### src/rtl/pll_phase_arbiter.sv
// pll_phase_arbiter: round-robin owner of the PLL dynamic phase-shift port.
// Each granted request is a relative move of N steps on one counter; every
// step is sequenced at scanclk cadence and acknowledged by phasedone.
//
// Optional feature macro: PLL_PHASE_POS_EN (adds the phase_pos tracker/port).
//
// Ports:
//   clk, rst_n            clock, synchronous active-low reset
//   req/req_dir           per-requester request level and direction (1=up)
//   req_cnt/req_sel       per-requester step count (8b) and counter select (3b)
//   grant                 one-hot, acceptance through finish
//   done/err              1-cycle completion pulse; err flags a timeout abort
//   busy                  high whenever the sequencer is not idle
//   phase_done            PLL phasedone (already synchronised)
//   phasecounterselect, phaseupdown, phasestep, scanclk   PLL phase port
//   phase_pos             tracked C-counter position (feature builds only)
module pll_phase_arbiter #(
  parameter int unsigned NREQ        = 2,
  parameter int unsigned SCAN_DIV    = 16,
  parameter int unsigned STEP_TMO    = 100,
  parameter int unsigned PHASE_STEPS = 64
) (
  input  logic              clk,
  input  logic              rst_n,
  input  logic [NREQ-1:0]   req,
  input  logic [NREQ-1:0]   req_dir,
  input  logic [8*NREQ-1:0] req_cnt,
  input  logic [3*NREQ-1:0] req_sel,
  output logic [NREQ-1:0]   grant,
  output logic [NREQ-1:0]   done,
  output logic              err,
  output logic              busy,
  input  logic              phase_done,
  output logic [2:0]        phasecounterselect,
  output logic              phaseupdown,
  output logic              phasestep,
  output logic              scanclk
`ifdef PLL_PHASE_POS_EN
  ,
  output logic [7:0]        phase_pos
`endif
);

  localparam int unsigned IW      = (NREQ > 1) ? $clog2(NREQ) : 1;
  localparam int unsigned DW      = $clog2(SCAN_DIV);
  localparam int unsigned TMO_CYC = 2 * SCAN_DIV * STEP_TMO;
  // Two scanclk periods from phasestep falling to the next step.
  localparam int unsigned GAP_CYC = 4 * SCAN_DIV;
  localparam int unsigned MAX_CYC = (TMO_CYC > GAP_CYC) ? TMO_CYC : GAP_CYC;
  localparam int unsigned TW      = $clog2(MAX_CYC + 1);

  typedef enum logic [2:0] {
    IDLE, LATCH, ASSERT, HOLD, WAITDONE, NEXT, FINISH
  } state_t;

  state_t          state_q, state_d;
  logic [IW-1:0]   ptr_q, ptr_d;
  logic [IW-1:0]   gidx_q, gidx_d;
  logic [7:0]      rem_q, rem_d;
  logic [DW-1:0]   div_q, div_d;
  logic [1:0]      rise_q, rise_d;
  logic [TW-1:0]   tmo_q, tmo_d;
  logic            seen_q, seen_d;
  logic            abort_q, abort_d;
  logic            pd_q;

  logic [NREQ-1:0] grant_d, done_d;
  logic            err_d, busy_d;
  logic [2:0]      pcs_d;
  logic            pud_d, ps_d, sc_d;

  logic            found;
  logic [IW-1:0]   pick, cand;
  logic            div_wrap, pd_rise, got;

  // Next-state and registered-output logic.
  always_comb begin
    state_d  = state_q;
    ptr_d    = ptr_q;
    gidx_d   = gidx_q;
    rem_d    = rem_q;
    div_d    = div_q;
    rise_d   = rise_q;
    tmo_d    = tmo_q;
    seen_d   = seen_q;
    abort_d  = abort_q;
    grant_d  = grant;
    done_d   = '0;
    err_d    = 1'b0;
    pcs_d    = phasecounterselect;
    pud_d    = phaseupdown;
    ps_d     = phasestep;
    sc_d     = scanclk;
    found    = 1'b0;
    pick     = '0;
    cand     = '0;
    got      = 1'b0;
    div_wrap = (div_q == DW'(SCAN_DIV - 1));
    pd_rise  = phase_done & ~pd_q;

    unique case (state_q)
      IDLE: begin
        // First active requester after the pointer wins.
        for (int unsigned k = 1; k <= NREQ; k++) begin
          cand = IW'((32'(ptr_q) + k) % NREQ);
          if (!found && req[cand]) begin
            found = 1'b1;
            pick  = cand;
          end
        end
        if (found) begin
          gidx_d        = pick;
          grant_d       = '0;
          grant_d[pick] = 1'b1;
          state_d       = LATCH;
        end
      end

      LATCH: begin
        rem_d   = req_cnt[8*gidx_q +: 8];
        pcs_d   = req_sel[3*gidx_q +: 3];
        pud_d   = req_dir[gidx_q];
        abort_d = 1'b0;
        state_d = (req_cnt[8*gidx_q +: 8] == 8'd0) ? FINISH : ASSERT;
      end

      ASSERT: begin
        ps_d    = 1'b1;
        sc_d    = 1'b0;
        div_d   = '0;
        rise_d  = '0;
        state_d = HOLD;
      end

      HOLD: begin
        // phasestep spans two scanclk rises and drops on the next fall.
        div_d = div_wrap ? '0 : div_q + DW'(1);
        if (div_wrap) begin
          sc_d = ~scanclk;
          if (!scanclk) begin
            rise_d = rise_q + 2'd1;
          end else if (rise_q == 2'd2) begin
            ps_d    = 1'b0;
            tmo_d   = '0;
            seen_d  = 1'b0;
            state_d = WAITDONE;
          end
        end
      end

      WAITDONE: begin
        div_d = div_wrap ? '0 : div_q + DW'(1);
        if (div_wrap) begin
          sc_d = ~scanclk;
        end
        got    = seen_q | pd_rise;
        seen_d = got;
        // An early phasedone is remembered until the minimum step gap elapses.
        if (got && (tmo_q >= TW'(GAP_CYC - 1))) begin
          state_d = NEXT;
        end else if (!got && (tmo_q == TW'(TMO_CYC - 1))) begin
          abort_d = 1'b1;
          sc_d    = 1'b0;
          state_d = FINISH;
        end else begin
          tmo_d = tmo_q + TW'(1);
        end
      end

      NEXT: begin
        rem_d   = rem_q - 8'd1;
        sc_d    = 1'b0;
        div_d   = '0;
        state_d = (rem_q == 8'd1) ? FINISH : ASSERT;
      end

      FINISH: begin
        done_d[gidx_q] = 1'b1;
        err_d          = abort_q;
        grant_d        = '0;
        ptr_d          = gidx_q;
        ps_d           = 1'b0;
        sc_d           = 1'b0;
        state_d        = IDLE;
      end

      default: state_d = IDLE;
    endcase

    busy_d = (state_d != IDLE);
  end

  // State and output registers.
  always_ff @(posedge clk) begin
    if (!rst_n) begin
      state_q            <= IDLE;
      ptr_q              <= '0;
      gidx_q             <= '0;
      rem_q              <= '0;
      div_q              <= '0;
      rise_q             <= '0;
      tmo_q              <= '0;
      seen_q             <= 1'b0;
      abort_q            <= 1'b0;
      pd_q               <= 1'b0;
      grant              <= '0;
      done               <= '0;
      err                <= 1'b0;
      busy               <= 1'b0;
      phasecounterselect <= 3'b010;
      phaseupdown        <= 1'b1;
      phasestep          <= 1'b0;
      scanclk            <= 1'b0;
    end else begin
      state_q            <= state_d;
      ptr_q              <= ptr_d;
      gidx_q             <= gidx_d;
      rem_q              <= rem_d;
      div_q              <= div_d;
      rise_q             <= rise_d;
      tmo_q              <= tmo_d;
      seen_q             <= seen_d;
      abort_q            <= abort_d;
      pd_q               <= phase_done;
      grant              <= grant_d;
      done               <= done_d;
      err                <= err_d;
      busy               <= busy_d;
      phasecounterselect <= pcs_d;
      phaseupdown        <= pud_d;
      phasestep          <= ps_d;
      scanclk            <= sc_d;
    end
  end

`ifdef PLL_PHASE_POS_EN
  logic [7:0] pos_d;

  // Completed steps on C-counter selects move the tracked position, wrapping.
  always_comb begin
    pos_d = phase_pos;
    if ((state_q == NEXT) &&
        ((phasecounterselect == 3'b000) || (phasecounterselect == 3'b010))) begin
      if (phaseupdown) begin
        pos_d = (phase_pos == 8'(PHASE_STEPS - 1)) ? 8'd0 : phase_pos + 8'd1;
      end else begin
        pos_d = (phase_pos == 8'd0) ? 8'(PHASE_STEPS - 1) : phase_pos - 8'd1;
      end
    end
  end

  always_ff @(posedge clk) begin
    if (!rst_n) begin
      phase_pos <= '0;
    end else begin
      phase_pos <= pos_d;
    end
  end
`else
  // Rotation size only matters to the position tracker.
  logic unused_phase_steps;
  assign unused_phase_steps = ^32'(PHASE_STEPS);
`endif

endmodule
### config.mk
export PLATFORM = sky130hd
export DESIGN_NAME = pll_phase_arbiter
export DESIGN_NICKNAME = d
export VERILOG_FILES = /design/src/rtl/pll_phase_arbiter.sv
export SDC_FILE = /design/constraint.sdc
export NUM_CORES = 1
export LEC_CHECK = 0
export CAP_MARGIN = 20
export CORE_MARGIN = 4
export CORE_UTILIZATION = 50
export CTS_CLUSTER_DIAMETER = 50
export DETAILED_ROUTE_END_ITERATION = 8
export MAX_ROUTING_LAYER = met4
export PLACE_DENSITY = 0.73
export REMOVE_ABC_BUFFERS = 1
export SYNTH_ARGS = -nofsm -noshare
export SYNTH_HDL_FRONTEND = slang
export SYNTH_SLANG_ARGS = --single-unit
### constraint.sdc
create_clock -name clk -period 2.45 [get_ports clk]
set_input_delay 0.3675 -clock clk [delete_from_list [all_inputs] [get_ports clk]]
set_output_delay 0.3675 -clock clk [all_outputs]
set_load 0.03 [all_outputs]
==> results.json <==
{
  "cts_setup_buffers": 0,
  "port_buffers": 40,
  "die_h_um": 79.0,
  "fin_util": 0.650,
  "dp.final_hpwl_mm": 4.72,
  "fin_ws_ps": 258,
  "area_growth_pct": 24.1,
  "ctsHoldBuffers": 0,
  "cts_tree": "done",
  "drtAntennaViolNets": 0,
  "powerDensity_nw_per_um2": 534,
  "crit_arrival_ps": 2380,
  "first_pass_iters": 4,
  "place_ws_ps": 267,
  "via_per_inst": 5.70,
  "track_usage": 0.212,
  "grt_first_pass_wirelength_mm": 10.4,
  "drtIter0Drc": 108,
  "fin_setup_tns_ps": 0,
  "cp-startpoint": "div_q[0]",
  "clock_latency_ps": 290,
  "synth_area_leaders": "dfxtp_1 37%, a21oi_1 5.2%, nor2_1 4.9%",
  "grt_setup_unrepaired": "no",
  "die_area_um2": 6240,
  "fin_area_um2": 3130,
  "ys_async_sr_fraction": 0,
  "critPathCapture": "tmo_q[5]",
  "synth_top_cells_by_count": "46 x dfxtp_1, 33 x nor2_1, 32 x nand2_1, 26 x a21oi_1, 16 x o21ai_0",
  "skew_ps": 10.8,
  "syn-instance-count": 313,
  "cts_root_buf": "clkbuf_8",
  "io_pins": 41,
  "grt_pass1_vias": 2248,
  "endpoint_kind": "flip-flop",
  "setup.worst_path.class": "reg -> reg",
  "cts_resized": 0,
  "num_antenna_cells": 0,
  "hold_path.class": "reg -> reg",
  "initial_core_util": 0.524,
  "antenna_found_initial": 0,
  "syn-mean-instance-area_um2": 8.06,
  "seq_area_frac_synth": 0.365,
  "fmax_mhz": 456,
  "path_clk_slew_ps": 80,
  "finalCriticalPeriod_ps": 2190,
  "cp-start-kind": "flip-flop",
  "ys_ff_latch": 46,
  "yosysWarnings": 0,
  "reg2reg_slack_ps": 260,
  "p_leak_nw": 1.13,
  "cts.sinks": 46,
  "r2r-start": "div_q[0]",
  "clock_path_buffers": 2,
  "timing.rr.end": "tmo_q[5]",
  "synth_area_leader_cell": "dfxtp_1",
  "finalSetupViolations": 0,
  "grt_max_degree": 29,
  "routed_wl_mm": 6.22,
  "nets": 390,
  "place_area_um2": 3020,
  "maxSlewViolCount": 0,
  "netlist_area_um2": 2520,
  "cp.required_ps": 2640,
  "post_drt_wl_per_cell_um": 14.7,
  "cp_max_fo": 9,
  "slew_headroom": 0.575,
  "rows": 25,
  "drv_cap": 0,
  "ff2ff_path_depth": 6,
  "hold_viol": 0,
  "cts_made_buffers": 5,
  "synthMostInstantiatedCell": "dfxtp_1",
  "worst_pin_slew_ps": 638,
  "finalWeightedCongestion": 0.901,
  "htreeDepth": 2,
  "core_um2": 4820,
  "grt_remaining_overflow": 0,
  "synth-edff-count": 0,
  "drc": 0,
  "drive_gt1_frac": 0.101,
  "fin_crit_sh": 0.895,
  "synth_flop_cell": "dfxtp_1",
  "synth_top_area_frac": 0.365,
  "dr_total_vias": 2415,
  "synth_cell_types": 57,
  "irDropWorstVdd_uv": 300,
  "die_w_um": 79.0,
  "total_power_mw": 1.67,
  "final.fill_count": 446,
  "outcome": "finished clean"
}
==> how the worst min path moves through the flow <==
stage	from	endpoint	slack, ps	cells past startpoint
finish	abort_q	abort_q	460	2
global route	abort_q	abort_q	480	2
CTS	abort_q	abort_q	450	2
detailed placement	abort_q	abort_q	440	2
global placement	abort_q	abort_q	440	2
floorplan	abort_q	abort_q	430	2
==> cell usage in the layout (no fill, tap or decap), types with 6 or more instances in the layout <==
cell             synthesis  final
mux2i_1                 11     11
clkbuf_8                 0      8
nand3_1                  7      7
nand4_1                  7      7
dfxtp_1                 46     46
nor2_1                  33     33
nand2_1                 32     32
a211oi_1                 9      9
buf_4                    0      9
a21oi_1                 26     26
o21ai_0                 16     16
nor3_1                  13     13
inv_1                    9      9
clkdlybuf4s50_1          0     40
and2_1                   6      6
==> critical path, stage by stage (launching register included) <==
cell     delay [ps]
dfxtp_1         380
ha_1            280
nand3_2         200
o31ai_4         380
o21ai_2         180
or4_4           540
mux2i_1         130
==> report_power, final <==
part | switching [mW] | internal [mW] | total [mW] | leakage [nW]
Clock | 0.246 | 0.285 | 0.531 | 0.0575
Combinational | 0.175 | 0.153 | 0.327 | 0.695
Sequential | 0.0325 | 0.781 | 0.814 | 0.375
Total | 0.454 | 1.22 | 1.67 | 1.13
==> stage by stage <==
stage | std cells | hold WS (ps)
6_report | 424 | 455
5_1_grt | 424 | 481
4_1_cts | 424 | 454
3_5_place_dp | 416 | 443
3_3_place_gp | 416 | 437
2_1_floorplan | 300 | 427
==> cells by family after synthesis <==
group,synth area share
compound gates,0.229
xor+xnor,0.00695
fa+ha+maj,0.0248
buf+inv,0.0362
flops,0.365
mux,0.0570
simple gates,0.281
==> registers in the layout (all words and copies together) (netlist names), 2 cells and up <==
name	cells
div_q	4
done	2
grant	2
phasecounterselect	3
rem_q	8
rise_q	2
state_q	3
tmo_q	12
==> final cells by class <==
cell class,instances,area (µm²),share of cell area
clock buffer,8,110,0.0352
multi-input combinational,244,1510,0.482
sequential,46,921,0.294
tap,67,83.8,0.0268
inverter,10,37.5,0.0120
timing repair buffer,49,468,0.149
==> per-layer routing <==
layer	share of wire	vias up	routed length, µm	global-route usage
li1	-	1233	-	-
met1	0.45	1123	2810	0.252
met2	0.50	47	3100	0.362
met3	0.032	12	199	0.0351
met4	0.017	0	107	0.0739
met5	0	-	0	-
Note: power is estimated with default switching activity, not from simulation.
